$ cat src/rtl/pipe_ctrl_pkg.sv
// Shared types for the pipeline hazard controller: FSM encoding, register
// address width and the load-use compare.
package pipe_ctrl_pkg;

    localparam int REG_ADDR_W = 4;

    typedef enum logic [1:0] {
        RUN      = 2'd0,
        LU_STALL = 2'd1,
        MEM_WAIT = 2'd2
    } ctrl_state_e;

    // A decode operand depends on a load still sitting in EX.
    function automatic logic lu_hazard_f(
        input logic [REG_ADDR_W-1:0] rn,
        input logic [REG_ADDR_W-1:0] rm,
        input logic                  uses_rn,
        input logic                  uses_rm,
        input logic                  ex_we,
        input logic                  ex_load,
        input logic [REG_ADDR_W-1:0] rd
    );
        return ex_we & ex_load & ((uses_rn & (rn == rd)) | (uses_rm & (rm == rd)));
    endfunction

endpackage

$ cat src/rtl/pipe_hazard_ctrl_if.sv
// Decode/EX/MEM status toward the hazard controller and the stall/flush
// controls it returns; master is the pipeline side, slave the controller.
interface pipe_hazard_ctrl_if
    import pipe_ctrl_pkg::*;
();
    logic [REG_ADDR_W-1:0] id_rn;
    logic [REG_ADDR_W-1:0] id_rm;
    logic                  id_uses_rn;
    logic                  id_uses_rm;
    logic                  ex_reg_write_enable;
    logic                  ex_mem_to_reg_select;
    logic [REG_ADDR_W-1:0] ex_rd;
    logic                  ex_branch_taken;
    logic                  mem_req;
    logic                  mem_ack;
    logic                  stall_f;
    logic                  stall_d;
    logic                  stall_e;
    logic                  stall_m;
    logic                  flush_d;
    logic                  flush_e;
    logic                  mem_timeout;

    modport master (
        output id_rn, id_rm, id_uses_rn, id_uses_rm,
               ex_reg_write_enable, ex_mem_to_reg_select, ex_rd,
               ex_branch_taken, mem_req, mem_ack,
        input  stall_f, stall_d, stall_e, stall_m, flush_d, flush_e, mem_timeout
    );

    modport slave (
        input  id_rn, id_rm, id_uses_rn, id_uses_rm,
               ex_reg_write_enable, ex_mem_to_reg_select, ex_rd,
               ex_branch_taken, mem_req, mem_ack,
        output stall_f, stall_d, stall_e, stall_m, flush_d, flush_e, mem_timeout
    );
endinterface

$ cat src/rtl/hazard_stat_cnt.sv
// Saturating event counter; counts one per cycle with inc_i high, holds at all-ones.
// Built only with HAZARD_STATS_EN, the only configuration that instantiates it.
`ifdef HAZARD_STATS_EN
module hazard_stat_cnt #(
    parameter int W = 16
) (
    input  logic         clk,
    input  logic         reset_n,
    input  logic         inc_i,
    output logic [W-1:0] cnt_o
);
    logic [W-1:0] cnt_q;

    always_ff @(posedge clk or negedge reset_n) begin
        if (!reset_n) begin
            cnt_q <= '0;
        end else if (inc_i && (cnt_q != '1)) begin
            cnt_q <= cnt_q + W'(1);
        end
    end

    assign cnt_o = cnt_q;
endmodule
`endif

$ cat src/rtl/pipe_hazard_ctrl.sv
// Stall/flush controller: load-use bubbles, taken-branch squash, memory-wait hold
// with timeout. Mealy outputs, zero latency. HAZARD_STATS_EN adds saturating stats.
module pipe_hazard_ctrl
    import pipe_ctrl_pkg::*;
#(
    parameter int LOAD_USE_STALL = 1,
    parameter int MEM_TIMEOUT    = 64
`ifdef HAZARD_STATS_EN
    , parameter int CNT_W        = 16
`endif
) (
    input  logic              clk,
    input  logic              reset_n,
    pipe_hazard_ctrl_if.slave hz
`ifdef HAZARD_STATS_EN
    , output logic [CNT_W-1:0] lu_stall_cnt
    , output logic [CNT_W-1:0] flush_cnt
    , output logic [CNT_W-1:0] mem_wait_cnt
`endif
);
    localparam int LU_W = 2;
    localparam int WT_W = $clog2(MEM_TIMEOUT);

    ctrl_state_e     state_q, state_d;
    logic [LU_W-1:0] cnt_q, cnt_d;
    logic [WT_W-1:0] wait_q, wait_d;

    logic mem_wait, timeout, hazard, lu_act;
    logic stall_f_c, stall_d_c, stall_e_c, stall_m_c, flush_d_c, flush_e_c, timeout_c;

    assign mem_wait = hz.mem_req & ~hz.mem_ack;
    assign timeout  = mem_wait & (wait_q == WT_W'(MEM_TIMEOUT - 1));
    assign hazard   = lu_hazard_f(hz.id_rn, hz.id_rm, hz.id_uses_rn, hz.id_uses_rm,
                                  hz.ex_reg_write_enable, hz.ex_mem_to_reg_select, hz.ex_rd);
    assign lu_act   = (state_q == LU_STALL) | hazard;

    always_ff @(posedge clk or negedge reset_n) begin
        if (!reset_n) begin
            state_q <= RUN;
            cnt_q   <= '0;
            wait_q  <= '0;
        end else begin
            state_q <= state_d;
            cnt_q   <= cnt_d;
            wait_q  <= wait_d;
        end
    end

    always_comb begin
        state_d = state_q;
        cnt_d   = cnt_q;
        wait_d  = '0;
        if (timeout) begin
            state_d = RUN;
            cnt_d   = '0;
        end else if (mem_wait) begin
            // cnt_q is held so an interrupted load-use stall can resume afterwards
            state_d = MEM_WAIT;
            wait_d  = wait_q + WT_W'(1);
        end else if (hz.ex_branch_taken) begin
            state_d = RUN;
            cnt_d   = '0;
        end else if (state_q == LU_STALL) begin
            cnt_d   = cnt_q - LU_W'(1);
            state_d = (cnt_q == LU_W'(1)) ? RUN : LU_STALL;
        end else if ((state_q == MEM_WAIT) && (cnt_q != '0)) begin
            state_d = LU_STALL;
        end else if (hazard && (LOAD_USE_STALL > 1)) begin
            state_d = LU_STALL;
            cnt_d   = LU_W'(LOAD_USE_STALL - 1);
        end else begin
            state_d = RUN;
        end
    end

    always_comb begin
        stall_f_c = 1'b0;
        stall_d_c = 1'b0;
        stall_e_c = 1'b0;
        stall_m_c = 1'b0;
        flush_d_c = 1'b0;
        flush_e_c = 1'b0;
        timeout_c = 1'b0;
        if (reset_n) begin
            if (timeout) begin
                timeout_c = 1'b1;
            end else if (mem_wait) begin
                stall_f_c = 1'b1;
                stall_d_c = 1'b1;
                stall_e_c = 1'b1;
                stall_m_c = 1'b1;
            end else if (hz.ex_branch_taken) begin
                flush_d_c = 1'b1;
                flush_e_c = 1'b1;
            end else if (lu_act) begin
                stall_f_c = 1'b1;
                stall_d_c = 1'b1;
                flush_e_c = 1'b1;
            end
        end
    end

    assign hz.stall_f     = stall_f_c;
    assign hz.stall_d     = stall_d_c;
    assign hz.stall_e     = stall_e_c;
    assign hz.stall_m     = stall_m_c;
    assign hz.flush_d     = flush_d_c;
    assign hz.flush_e     = flush_e_c;
    assign hz.mem_timeout = timeout_c;

`ifdef HAZARD_STATS_EN
    hazard_stat_cnt #(.W(CNT_W)) u_lu_cnt (
        .clk(clk), .reset_n(reset_n),
        .inc_i(stall_f_c & flush_e_c), .cnt_o(lu_stall_cnt)
    );
    hazard_stat_cnt #(.W(CNT_W)) u_flush_cnt (
        .clk(clk), .reset_n(reset_n),
        .inc_i(flush_d_c), .cnt_o(flush_cnt)
    );
    hazard_stat_cnt #(.W(CNT_W)) u_mem_cnt (
        .clk(clk), .reset_n(reset_n),
        .inc_i(stall_m_c), .cnt_o(mem_wait_cnt)
    );
`endif
endmodule
$ cat src/flat_wrapper.sv
// flat-port wrapper written by rule: the top's interface ports become plain ports
module pipe_hazard_ctrl_flat import pipe_ctrl_pkg::*;
#(
    parameter int LOAD_USE_STALL = 1,
    parameter int MEM_TIMEOUT    = 64

)
  (clk, reset_n, hz_id_rn, hz_id_rm, hz_id_uses_rn, hz_id_uses_rm, hz_ex_reg_write_enable, hz_ex_mem_to_reg_select, hz_ex_rd, hz_ex_branch_taken, hz_mem_req, hz_mem_ack, hz_stall_f, hz_stall_d, hz_stall_e, hz_stall_m, hz_flush_d, hz_flush_e, hz_mem_timeout);
  pipe_hazard_ctrl_if hz_i ();
  input  logic clk;
  input  logic reset_n;
  input wire logic [$bits(hz_i.id_rn)-1:0] hz_id_rn;
  input wire logic [$bits(hz_i.id_rm)-1:0] hz_id_rm;
  input wire logic [$bits(hz_i.id_uses_rn)-1:0] hz_id_uses_rn;
  input wire logic [$bits(hz_i.id_uses_rm)-1:0] hz_id_uses_rm;
  input wire logic [$bits(hz_i.ex_reg_write_enable)-1:0] hz_ex_reg_write_enable;
  input wire logic [$bits(hz_i.ex_mem_to_reg_select)-1:0] hz_ex_mem_to_reg_select;
  input wire logic [$bits(hz_i.ex_rd)-1:0] hz_ex_rd;
  input wire logic [$bits(hz_i.ex_branch_taken)-1:0] hz_ex_branch_taken;
  input wire logic [$bits(hz_i.mem_req)-1:0] hz_mem_req;
  input wire logic [$bits(hz_i.mem_ack)-1:0] hz_mem_ack;
  output wire logic [$bits(hz_i.stall_f)-1:0] hz_stall_f;
  output wire logic [$bits(hz_i.stall_d)-1:0] hz_stall_d;
  output wire logic [$bits(hz_i.stall_e)-1:0] hz_stall_e;
  output wire logic [$bits(hz_i.stall_m)-1:0] hz_stall_m;
  output wire logic [$bits(hz_i.flush_d)-1:0] hz_flush_d;
  output wire logic [$bits(hz_i.flush_e)-1:0] hz_flush_e;
  output wire logic [$bits(hz_i.mem_timeout)-1:0] hz_mem_timeout;
  assign hz_i.id_rn = hz_id_rn;
  assign hz_i.id_rm = hz_id_rm;
  assign hz_i.id_uses_rn = hz_id_uses_rn;
  assign hz_i.id_uses_rm = hz_id_uses_rm;
  assign hz_i.ex_reg_write_enable = hz_ex_reg_write_enable;
  assign hz_i.ex_mem_to_reg_select = hz_ex_mem_to_reg_select;
  assign hz_i.ex_rd = hz_ex_rd;
  assign hz_i.ex_branch_taken = hz_ex_branch_taken;
  assign hz_i.mem_req = hz_mem_req;
  assign hz_i.mem_ack = hz_mem_ack;
  assign hz_stall_f = hz_i.stall_f;
  assign hz_stall_d = hz_i.stall_d;
  assign hz_stall_e = hz_i.stall_e;
  assign hz_stall_m = hz_i.stall_m;
  assign hz_flush_d = hz_i.flush_d;
  assign hz_flush_e = hz_i.flush_e;
  assign hz_mem_timeout = hz_i.mem_timeout;
  pipe_hazard_ctrl #(.LOAD_USE_STALL(LOAD_USE_STALL), .MEM_TIMEOUT(MEM_TIMEOUT)) u_core (.clk(clk), .reset_n(reset_n), .hz(hz_i));
endmodule
$ cat config.mk
export PLATFORM = sky130hd
export DESIGN_NAME = pipe_hazard_ctrl_flat
export DESIGN_NICKNAME = d
export VERILOG_FILES = /design/src/rtl/pipe_ctrl_pkg.sv /design/src/rtl/pipe_hazard_ctrl_if.sv /design/src/rtl/hazard_stat_cnt.sv /design/src/rtl/pipe_hazard_ctrl.sv /design/src/flat_wrapper.sv
export SDC_FILE = /design/constraint.sdc
export NUM_CORES = 1
export LEC_CHECK = 0
export CORE_UTILIZATION = 43
export CTS_CLUSTER_DIAMETER = 100
export DETAILED_ROUTE_END_ITERATION = 7
export GPL_TIMING_DRIVEN = 0
export PLACE_DENSITY = 0.82
export SYNTH_ARGS = -nofsm -noshare
export SYNTH_HDL_FRONTEND = slang
export SYNTH_SLANG_ARGS = --single-unit
$ cat constraint.sdc
create_clock -name clk -period 4.14 [get_ports clk]
set_input_delay 1.242 -clock clk [delete_from_list [all_inputs] [get_ports clk]]
set_output_delay 1.242 -clock clk [all_outputs]
set_load 0.005 [all_outputs]
After elaboration in Yosys (flattened, before gate mapping)
Index checks and enable logic that the tools add are counted.
- add/subtract/negate cells: 2
- equality and inequality tests: 7
- muxes and demuxes: 30
- bitwise logic cells: 9
- reductions and logical operators: 4
- operators by type and width (operator ; count):
    $mux 1 ; 20
    $mux 2 ; 8
    $mux 6 ; 2
    $eq 4x4->1 ; 2
    $add 6x1->6 const B ; 1
    $and 1x1->1 ; 6
    $eq 6x6->1 const B ; 1
    $eq 2x1->1 const B ; 2
    $reduce_bool 3->1 ; 1
    $eq 2x2->1 const B ; 1
    $ne 2x2->1 const B ; 1
    $or 1x1->1 ; 2
    $reduce_and 2->1 ; 1
    $reduce_bool 2->1 ; 1
    $sub 2x1->2 const B ; 1
    $logic_and 1x1->1 ; 1
    $not 1->1 ; 1
- register bits after elaboration: 10
- input port bits: 21
- output and inout port bits: 7
- logic and storage cells: 55

Depth between registers and ports, before layout
Gate-level depths: netlist of run 1.
- depth in word-level cells: 10
- depth in mapped cells: 7
- depth with buffers taken out: 6

Least setup slack after synthesis of run 1
No wires, ideal clock.
- path kind: input to output
- start: input hz_ex_rd[1]
- end: output hz_stall_f
- data arrival time: 2.297 ns
- path slack: 0.601 ns
- cell stages on the path: 4
- path through: xor2_1 -> or4_4 -> a31oi_1 -> buf_4
- word-level cells in the longest chain between the ends: 10
- elaborated cells on any way between the ends: 12
- those cells by class: eq/ne: 2; mux: 5; bitwise: 5
- RTL lines (element ; line ; RTL):
    start: declaration ; flat_wrapper.sv:18 ; input wire logic [$bits(hz_i.ex_rd)-1:0] hz_ex_rd;
    $eq 4x4->1 ; pipe_ctrl_pkg.sv:23 ; return ex_we & ex_load & ((uses_rn & (rn == rd)) | (uses_rm & (rm == rd)));
    $and 1x1->1 ; pipe_ctrl_pkg.sv:23 ;
    $or 1x1->1 (*) ; pipe_ctrl_pkg.sv:23 ;
    $and 1x1->1 (*) ; pipe_ctrl_pkg.sv:23 ;
    $or 1x1->1 (*) ; pipe_hazard_ctrl.sv:35 ; assign lu_act = (state_q == LU_STALL) | hazard;
    $mux 1 (*) (5 in series) ; - ;
    end: declaration ; flat_wrapper.sv:22 ; output wire logic [$bits(hz_i.stall_f)-1:0] hz_stall_f;
Mark *: on every way between the ends. The rest lies on a longest branch, timed or not.

Worst setup path in the final report of run 1
- start: input hz_ex_rd[3]
- end: output hz_stall_f
- word-level cells in the longest chain between the ends: 10
- elaborated cells on any way between the ends: 12
- those cells by class: eq/ne: 2; mux: 5; bitwise: 5
- RTL lines (element ; line ; RTL):
    $eq 4x4->1 ; pipe_ctrl_pkg.sv:23 ;
    $and 1x1->1 ; pipe_ctrl_pkg.sv:23 ;
    $or 1x1->1 (*) ; pipe_ctrl_pkg.sv:23 ;
    $and 1x1->1 (*) ; pipe_ctrl_pkg.sv:23 ;
    $or 1x1->1 (*) ; pipe_hazard_ctrl.sv:35 ;
    $mux 1 (*) ; pipe_hazard_ctrl.sv:95 ; end else if (lu_act) begin
    $mux 1 (*) ; pipe_hazard_ctrl.sv:92 ; end else if (hz.ex_branch_taken) begin
    $mux 1 (*) ; pipe_hazard_ctrl.sv:87 ; end else if (mem_wait) begin
    $mux 1 (*) ; pipe_hazard_ctrl.sv:85 ; if (timeout) begin
    $mux 1 (*) ; pipe_hazard_ctrl.sv:84 ; if (reset_n) begin
Marked as above.

==> results, run 1 <==
- The run finished with clean final reports.
- The kind of start point of the critical path is an input port.
- The final standard cell utilization of the core is 76.2%.
- TritonCTS built the clock tree.
- The core outline area is 1320 um^2.
- In this run the vertical extent of the chip is 40.1 um.
- The critical path's slowest cell is or4_4.
- The die is 40.1 um wide.
- The CTS clock-pin slew for the worst setup and hold paths is 70 ps.
- The library cell used most frequently in the layout, excluding fill and tap cells, is clkdlybuf4s50_1.
- The number of buffers and inverters on the critical path is 3.
- The final hold violation count is 0.
- In the final layout, the share of cells above drive strength 1 is 15.0%.
- Once the floorplan was initialized, standard cells occupied 47.3% of the core.
- The post-synthesis cell count is 66.
- The initialized floorplan defines 13 standard-cell rows.
- The biggest area contributor in the post-synthesis netlist is dfrtp_1.
- The final-report max-slew violation count is 0.
- In this run the tool buffered the top-level ports with 27 buffer cells.
- After global routing the overflow that remains totals 0.
- For this run, the detailed router's first-pass iteration total came to 4.
- The area share of the largest cell type after synthesis is 40.2%.
- The number of H-tree levels is 1.
- The overall die area is 1610 um^2.
- The detail route stage leaves a number of antenna-violating nets equal to 0.
- The top cell family by delay on the critical path is buffers and inverters.
- Dividing total power by cell area gives a power density of 232 nW/um^2.
- The number of buffers inserted for hold repair after clock tree synthesis is 0.
- The nature of the critical path endpoint is a primary output.
- The count of antenna diodes in the layout is 0.
- The worst path setup slack after routing is 66.8 ps.
- Of the synthesized area, sequential elements account for 40.2%.
- The leakage power is 0.450 nW.
- The number of DRC markers after the initial detailed-route iteration is 8.
- The class of the tightest hold or removal check is register to register.
- Routed signal wires occupy layers up through met4.
- Wire segments on met3 add up to 103 um in the final route.
- In the synthesized netlist the dominant register cell turns out to be dfrtp_1.
- The top cell types in the final layout, fill and taps aside, are 19 x clkdlybuf4s50_1, 10 x dfrtp_1, 9 x nor2_1, 9 x xor2_1.
- The mapped netlist covers 623 um^2.
- The share of the clock period used by the worst path after layout is 98.4%.
- In the final timing run, aggregate negative setup slack is 0 ps.
- The CTS buffer count is 3.
- The worst hold slack after final layout is 487 ps.
- After detailed routing, the wire length on met1 is 545 um.
- The detailed placer's ending HPWL is 1060 um.
- The number of global-route vias before repair is 563.
- IR analysis of the VDD net gives a maximum drop of 0.136 mV.
- After synthesis, the cell types taking the most area are dfrtp_1 40%, xor2_1 13%, ha_1 6.0%.
- The worst relative slew slack is 64.4%.
- CTS saw 10 sinks.
- The share of async-settable or async-resettable flops after synthesis is 100%.
- After detailed routing, the number of vias per cell comes to 5.10.
- The tool flagged a number of max-cap violations equal to 0.
- Detailed routing placed a total of 663 um of wire on met2.
- The clock latency reported for the late side of the worst-skew pair is 260 ps.
- The arrival time at the worst endpoint is 2830 ps.
- In this run, synthesis produced a sequential element count of 10.
- The number of enable-type register cells in the synthesized netlist is 0.
- The first-pass GRT wire length is 2180 um.
- The maximum number of pins on one net before global-route repair is 15.
- During synthesis, Yosys emitted a total of 0 warnings.
- Dividing the synthesized area by the synthesized cell count gives 9.44 um^2.
- The minimum clock period is 4070 ps.
- The largest single stage delay on the critical path is 500 ps.
- The maximum number of buffers from clock root to sink is 2.
- The clock tree root buffer cell is clkbuf_4.
- The post-synthesis to final-layout area growth is 61.0%.
- The signal on the critical path passes through clkdlybuf4s50_1 > xor2_1 > or4_4 > a31oi_4 > buf_6 > clkbuf_2.
- The final layout contains 125 nets.
- The detailed router placed 587 vias in this run.
- The setup path with the least slack is of type input port to primary output.
- The average wire length per cell after detail routing is 11.8 um.
- For the worst setup path, the data required time is 2900 ps.
- The number of top-level pins is 28.
- The slew at the pin with the worst max-slew slack is 534 ps.
- After layout, the design draws a total of 0.000233 W.
- For this run, design rule violations remaining after detail routing come to 0.
- Clock skew on the completed layout was measured at 1.82 ps.
- The number of unique standard cell types used by synthesis is 23.
- Counting every net in the synthesized netlist gives 90.
- The maximum clock frequency is 246 MHz.
- The final setup violation count is 0.
- The initial antenna violation count is 0.
- OpenSTA, run right after detailed placement, puts the worst setup slack at -420 ps.
- The routed wire length is 1360 um.
- Global routing consumed, over all layers together, 19.8% of the routing resources.
- The final RePlAce weighted congestion is 0.680.
- In this run the worst path has a maximum fanout of 2.
[sequential cells by signal, summed over array words and instances (netlist names)]
signal / count
u_core.wait_q: 6
u_core.cnt_q: 2
u_core.state_q: 2
[metal layers]
metal  up-vias  global-route usage [%]
li1        292                       -
met1       256                    21.7
met2        35                    36.7
met3         4                    3.33
met4         0                    8.62
met5         -                       0
[through the flow]
| stage | instance area, um^2 | cells |
|---|---|---|
| 6_report | 1000 | 115 |
| 3_3_place_gp | 912 | 108 |
| 5_1_grt | 1000 | 115 |
| 4_1_cts | 971 | 112 |
| 3_5_place_dp | 912 | 108 |
| 2_1_floorplan | 623 | 66 |
[worst paths after layout]
check / startpoint / endpoint / slack, ps / cells after the start
max in group asynchronous: reset_n / u_core.cnt_q[1] / 2720 / 1
worst min-delay path: u_core.wait_q[0] / u_core.wait_q[0] / 490 / 1
worst max register to register: u_core.wait_q[0] / u_core.cnt_q[1] / 2740 / 6
worst max-delay path: hz_ex_rd[3] / hz_stall_f / 70 / 6
worst min register to register: u_core.wait_q[0] / u_core.wait_q[0] / 490 / 1
min in group asynchronous: reset_n / u_core.wait_q[3] / 1070 / 1
[cell usage after synthesis, types with 2 or more instances]
master	number
a31oi_1	2
and2_1	3
buf_4	2
dfrtp_1	10
ha_1	3
inv_1	4
nand2_1	3
nand2b_1	2
nand3_1	2
nand4_1	4
nor2_1	9
xnor2_1	3
xor2_1	9
[cell type report]
type / instances / area, um^2
Clock buffer: 4 / 36.3
Buffer: 2 / 18.8
Sequential cell: 10 / 250
Inverter: 4 / 17.5
Timing Repair Buffer: 30 / 289
Multi-Input combinational cell: 50 / 373
Tap cell: 15 / 18.8
Fill cell: 100 / 314
[repair_timing]
action                                 CTS  global route
setup endpoints to repair                5             4
resized for setup                       14             7
setup buffers                            0             3
pin swaps                                4             3
endpoints found under the hold margin    0             0
[where the power goes]
group	switching, W	internal [W]
combinational	0.0000186	0.0000295
sequential	0.00000103	0.0000991
clock	0.0000316	0.0000533
[kinds of logic (layout without fill, tap and decap cells)]
group                      Yosys count  in the layout  share of synthesized area [%]
and+or+nand+nor                     27             27                           22.9
xor gates and xnor gates            12             12                           16.9
DFF                                 10             10                           40.2
AOI/OAI and AO/OA                    7              7                           7.63
buffers and inverters                6             40                           4.82
adders and majority gates            3              3                           6.02
muxes                                1              1                           1.61
Note: power is estimated with default switching activity, not from simulation.
==> inputs of run 2 (changes only) <==
- CTS_CLUSTER_SIZE: not set -> 14
- SETUP_SLACK_MARGIN: not set -> 0.05
==> run 2 against run 1 <==
Clock skew rose by 2.3 ps. Combinational power fell by 5.8%. Wire length fell by 2.5%. Critical path type unchanged.
==> results, run 2 (synthesis results as in run 1) <==
- The cell count after placement is 108.
- The area after detailed placement is 912 um^2.
- The number of antenna-violating nets in the routed design is 0.
- The TritonCTS clock tree is built.
- The arrival time at the worst endpoint is 2840 ps.
- The detailed placer's ending HPWL is 1060 um.
- In this run the horizontal extent of the chip is 40.1 um.
- The number of buffers inserted for hold repair after clock tree synthesis is 0.
- Setup repair after global routing could not meet its margin everywhere.
- The final standard cell utilization of the core is 74.6%.
- On the final layout, the worst clock skew is 4.09 ps.
- The final-report max-slew violation count is 0.
- In the detailed route, the total length drawn on met2 is 709 um.
- Power spread over the standard cell area amounts to 236 nW/um^2.
- The slew at the pin with the worst max-slew slack is 532 ps.
- The detailed router used layers up to and including met3.
- Of the cells placed in the final design, the portion with a size suffix greater than 1 is 13.3%.
- The worst pin sits at a relative slew slack of 64.5%.
- The first detailed-routing pass ran for 4 iterations.
- In the layout the commonest cells are 16 x clkdlybuf4s50_1, 10 x dfrtp_1, 9 x nor2_1, 9 x xor2_1, 8 x dlygate4sd2_1.
- For this block, the routed nets add up to 1330 um of wire.
- The worst ir drop on vdd is 0.136 mV.
- The total routing usage reported by global routing is 19.0%.
- The category of the most critical setup path is input port to primary output.
- The first-pass GRT wire length is 2120 um.
- At the end of routability-driven placement, the weighted congestion stood at 0.680.
- The largest registers in the layout are u_core.wait_q: 6 flops, u_core.cnt_q: 2 flops, u_core.state_q: 2 flops.
- The clock period could shrink to 4090 ps.
- Data on the critical path is required at its endpoint by 2900 ps.
- In this run the deepest clock path goes through 2 buffers.
- The final critical path takes up 98.7% of the cycle.
- The kind of start point of the critical path is an input port.
- STA classifies the critical path endpoint as a primary output.
- The number of buffers inserted by port buffering is 27.
- The later pin in the worst-skew pair is clocked with a latency of 260 ps.
- In this run the worst setup path terminates at hz_stall_f.
- The number of flip-flops under the largest register name is 6.
- The startpoint of the worst register-to-register path is u_core.wait_q[0].
- The count of cells in the finished layout, fillers not included, comes to 113.
- The number of H-tree levels is 1.
- Clock tree synthesis found a total of 10 sinks.
- Of all nets on the critical path, the largest fanout is 2.
- Once the floorplan was initialized, standard cells occupied 47.3% of the core.
- The overall die area is 1610 um^2.
- The start point of the critical path is hz_id_uses_rm.
- The DRC violation count after routing is 0.
- The layout net count is 123.
- The overall via count from detail_route is 571.
- The initial antenna violation count was 0.
- After layout, the worst setup slack is 54.7 ps.
- The number of global-route vias before repair is 542.
- The clock tree root buffer cell is clkbuf_4.
- Counting cells, the worst reg-to-reg path comes to 6.
- The per-cell via count in the routed design is 5.05.
- The run finished with clean final reports.
- The average wire length per cell after detail routing is 11.7 um.
- The max-capacitance violation count is 0.
- The setup slack of the most critical reg-to-reg path is 2720 ps.
- Setup violations remaining at the end of the flow were counted as 0.
- The core outline area is 1320 um^2.
- The maximum clock frequency is 245 MHz.
- Buffers inserted during clock tree synthesis total 3.
- The top register by number of flip-flops is u_core.wait_q.
- From synthesis to final layout, the design area changed by 57.8%.
- For this design the static power due to leakage is 0.447 nW.
- The end of the worst register-to-register path is u_core.cnt_q[1].
- The most common cell after layout, fill and taps aside is clkdlybuf4s50_1.
- The length of routed wiring on met1 is 537 um.
- The class of the tightest hold or removal check is register to register.
- The worst slack at placement is -420 ps.
- The floorplan has 13 rows.
- For this run the aggregate overflow at the end of global routing stands at 0.
- The final hold violation count is 0.
- The count of antenna diodes in the layout is 0.
- The height of the chip is 40.1 um.
- The final instance area is 983 um^2.
- After the first detailed-routing iteration, the DRC count stood at 8.
- The maximum number of pins on one net before global-route repair is 15.
- After detailed routing, the met3 layer carries 77 um of wire.
- Clock-pin slew was measured on the worst setup and hold paths at 70 ps.
- 28 I/O pins were placed.
-- run 2: per-stage QoR --
step | TNS, ps | power [W] | hold slack, ps
after floorplan | 0 | 0.000116 | 455
after global placement | -1170 | 0.000146 | 479
after detailed placement | -1310 | 0.000147 | 484
after CTS | 0 | 0.000233 | 489
after global routing | -2.40 | 0.000243 | 518
final | 0 | 0.000232 | 492
-- run 2: how the worst min path moves through the flow --
stage,start,to,slack (ps),depth (start not counted)
after floorplan,u_core.wait_q[0],u_core.wait_q[0],450,1
after global placement,u_core.wait_q[0],u_core.wait_q[0],480,1
after detailed placement,u_core.wait_q[0],u_core.wait_q[0],480,1
after CTS,u_core.wait_q[0],u_core.wait_q[0],490,1
after global routing,u_core.wait_q[0],u_core.wait_q[0],520,1
final,u_core.wait_q[0],u_core.wait_q[0],490,1
-- run 2: critical path, cell delays in order --
cell,delay [ps]
clkdlybuf4s50_1,470
nand4_1,100
or4_4,570
a31oi_4,160
buf_6,110
clkdlybuf4s15_2,190
-- run 2: layer usage --
metal,track usage [%],vias up
met5,0,-
met4,2.59,0
met3,1.67,0
met2,37.5,28
met1,22.0,253
li1,-,290
-- run 2: cell type report --
type / instances / area, um^2
buffer: 2 / 18.8
clock buffer: 4 / 36.3
fill: 107 / 334
inverter: 4 / 15.0
multi-input combinational: 50 / 373
sequential: 10 / 250
tap: 15 / 18.8
timing repair buffer: 28 / 272
-- run 2: what timing repair did --
item	in CTS	in global routing
buffers inserted	1	0
gates resized for setup	20	3
cloned	0	0
endpoints found under the setup margin	6	4
pin swaps	7	1
-- run 2: power breakdown --
group / switching (W) / total (W) / internal [W]
combinational: 0.0000181 / 0.0000453 / 0.0000272
clock: 0.0000332 / 0.0000865 / 0.0000533
sequential: 0.00000102 / 0.000100 / 0.0000990
total: 0.0000523 / 0.000232 / 0.000180
==> edit: new RTL, settings of run 2 <==
Set the localparam `LU_W` to 3 (it was 2).
--- a/src/rtl/pipe_hazard_ctrl.sv
+++ b/src/rtl/pipe_hazard_ctrl.sv
@@ -18,7 +18,7 @@
     , output logic [CNT_W-1:0] mem_wait_cnt
 `endif
 );
-    localparam int LU_W = 2;
+    localparam int LU_W = 3;
     localparam int WT_W = $clog2(MEM_TIMEOUT);
 
     ctrl_state_e     state_q, state_d;
Behaviour: same outputs for any inputs over 10 cycles, from zero or initial values and one cycle with reset_n low; that may be too few to reach the edited logic, so the function may still have changed.
==> edit against run 2 <==
Total power fell by 2.7%. Wire length rose by 8.7%. Critical path type unchanged. Cell count rose by 8.0%. Area after synthesis rose by 11%. Combinational power fell by 2%. Via count rose by 9.5%. Sequential cell count rose by 1. Worst setup slack improved by 32 ps. First-iteration DRC count fell by 50%. Synthesized cell count rose by 14%. Highest routed layer is now met4. Cell area rose by 4.3%. Critical endpoint unchanged.
==> edit: results (changes against run 2) <==
metric	value	unit	change
r2r-end	u_core.cnt_q[1]$_DFFE_PN0P_		
synth_seq_area_share	0.3993		-0.002332
place_congestion	0.8035		+18%
drive_above_1_share	0.1415		+0.008856
peakVddDrop	105.2	uV	-23%
synth_warnings	0		unchanged
dp_slack	-399.3	ps	+21.02 ps
finalCriticalPeriod	4053	ps	-32.17 ps
outcome	complete, no violations		
top_regs	u_core.wait_q (6), u_core.cnt_q (3), u_core.state_q (2)		
antenna_found_initial	0		unchanged
r2r.worst_path.cells	7		+1
hpwl	1.149	mm	+8.4%
first_pass_iters	4		unchanged
clock-skew-final	7.541	ps	+3.451 ps
io_buffers	27		unchanged
routed_wl	1.440	mm	+8.7%
synth_cell_type_count	22		-4.3%
final_cells	122		+8.0%
groute.usage.overall	0.1907		+0.0007009
fin_nets	132		+7.3%
worstPathArrival	2810	ps	-30 ps
routed_via_density	5.123		+1.4%
internal_power	170.8	uW	-4.9%
cts_setup_buffers	0		-1
nFillCells	139		+30%
synth_cells	75		+14%
worst_pin_slew	352.5	ps	-179.6 ps
reg2reg_slack	2540	ps	-180 ps
grt_pass1_vias	663		+22%
grt_pass1_wl	2.539	mm	+20%
p_leak	0.4712	nW	+5.4%
drt_iter0_markers	4		-4
synth_area_leaders	dfrtp_1 (40%), xnor2_1 (10%), ha_1 (7.3%), xor2_1 (6.4%), nor2_1 (5.4%)		
synth_common_cells	dfrtp_1 (11), nor2_1 (10), xnor2_1 (8)		
synth_nets	100		+11%
endpoint	hz_stall_f		
-- edit: layer usage --
layer | vias to the layer above | wire length, um | share of wire | GRT usage
met2 | 23 | 778 | 0.54 | 0.3406
met3 | 2 | 66 | 0.046 | 0.02155
met1 | 292 | 575 | 0.40 | 0.2173
met4 | 0 | 19 | 0.013 | 0.1125
li1 | 308 | - | - | -
met5 | - | 0 | 0 | 0
-- edit: final cells by class --
type                       instances  area [um^2]  share of cell area
inverter                           5        18.77             0.01829
timing repair buffer              27        255.2              0.2488
clock buffer                       3        22.52             0.02195
tap                               16        20.02             0.01951
clock inverter                     1        5.005            0.004878
multi-input combinational         57        410.4              0.4000
sequential                        11        275.3              0.2683
buffer                             2        18.77             0.01829
-- edit: stage by stage --
step | area, um^2 | hold slack (ps) | power [mW] | util
3_3_place_gp | 979.7 | 448.7 | 0.1567 | 0.6503
5_1_grt | 1026 | 491.5 | 0.2371 | 0.6811
2_1_floorplan | 689.4 | 432.9 | 0.1262 | -
3_5_place_dp | 979.7 | 463.3 | 0.1577 | 0.6503
4_1_cts | 1020 | 474.1 | 0.2295 | 0.6769
6_report | 1026 | 467.0 | 0.2255 | 0.6811
-- edit: worst max-delay path, cell delays in order --
cell	delay, ps
clkdlybuf4s50_1	450
nand4_1	90
or4_4	560
a31oi_4	160
buf_6	110
clkdlybuf4s15_2	190
-- edit: worst min-delay path by stage --
stage,from,to,slack [ps],cells past startpoint
after floorplan,u_core.wait_q[0]$_DFF_PN0_,u_core.wait_q[0]$_DFF_PN0_,430,1
after CTS,u_core.wait_q[0]$_DFF_PN0_,u_core.wait_q[0]$_DFF_PN0_,470,1
after detailed placement,u_core.wait_q[0]$_DFF_PN0_,u_core.wait_q[0]$_DFF_PN0_,460,1
after global routing,u_core.wait_q[0]$_DFF_PN0_,u_core.wait_q[0]$_DFF_PN0_,490,1
after global placement,u_core.wait_q[0]$_DFF_PN0_,u_core.wait_q[0]$_DFF_PN0_,450,1
final,u_core.wait_q[0]$_DFF_PN0_,u_core.wait_q[0]$_DFF_PN0_,470,1
-- edit: logic make-up after synthesis --
group           synth area share
simple gates              0.2160
mux                      0.01452
buf+inv                  0.04900
flops                     0.3993
fa+ha+maj                0.07260
xor+xnor                  0.1652
compound gates           0.08348
-- edit: power by group through the flow --
stage / logic [mW] / registers (mW) / clock network (mW)
after floorplan: 0.0146 / 0.112 / 0
after global placement: 0.0449 / 0.112 / 0
after detailed placement: 0.0459 / 0.112 / 0
after CTS: 0.0441 / 0.110 / 0.0756
after global routing: 0.0489 / 0.110 / 0.0782
final: 0.0445 / 0.110 / 0.0713
-- edit: what timing repair did --
item | CTS | global route
pin swaps | 4 | 0
endpoints found under the setup margin | 7 | 5
gates cloned | 0 | 0
resized for setup | 18 | 6
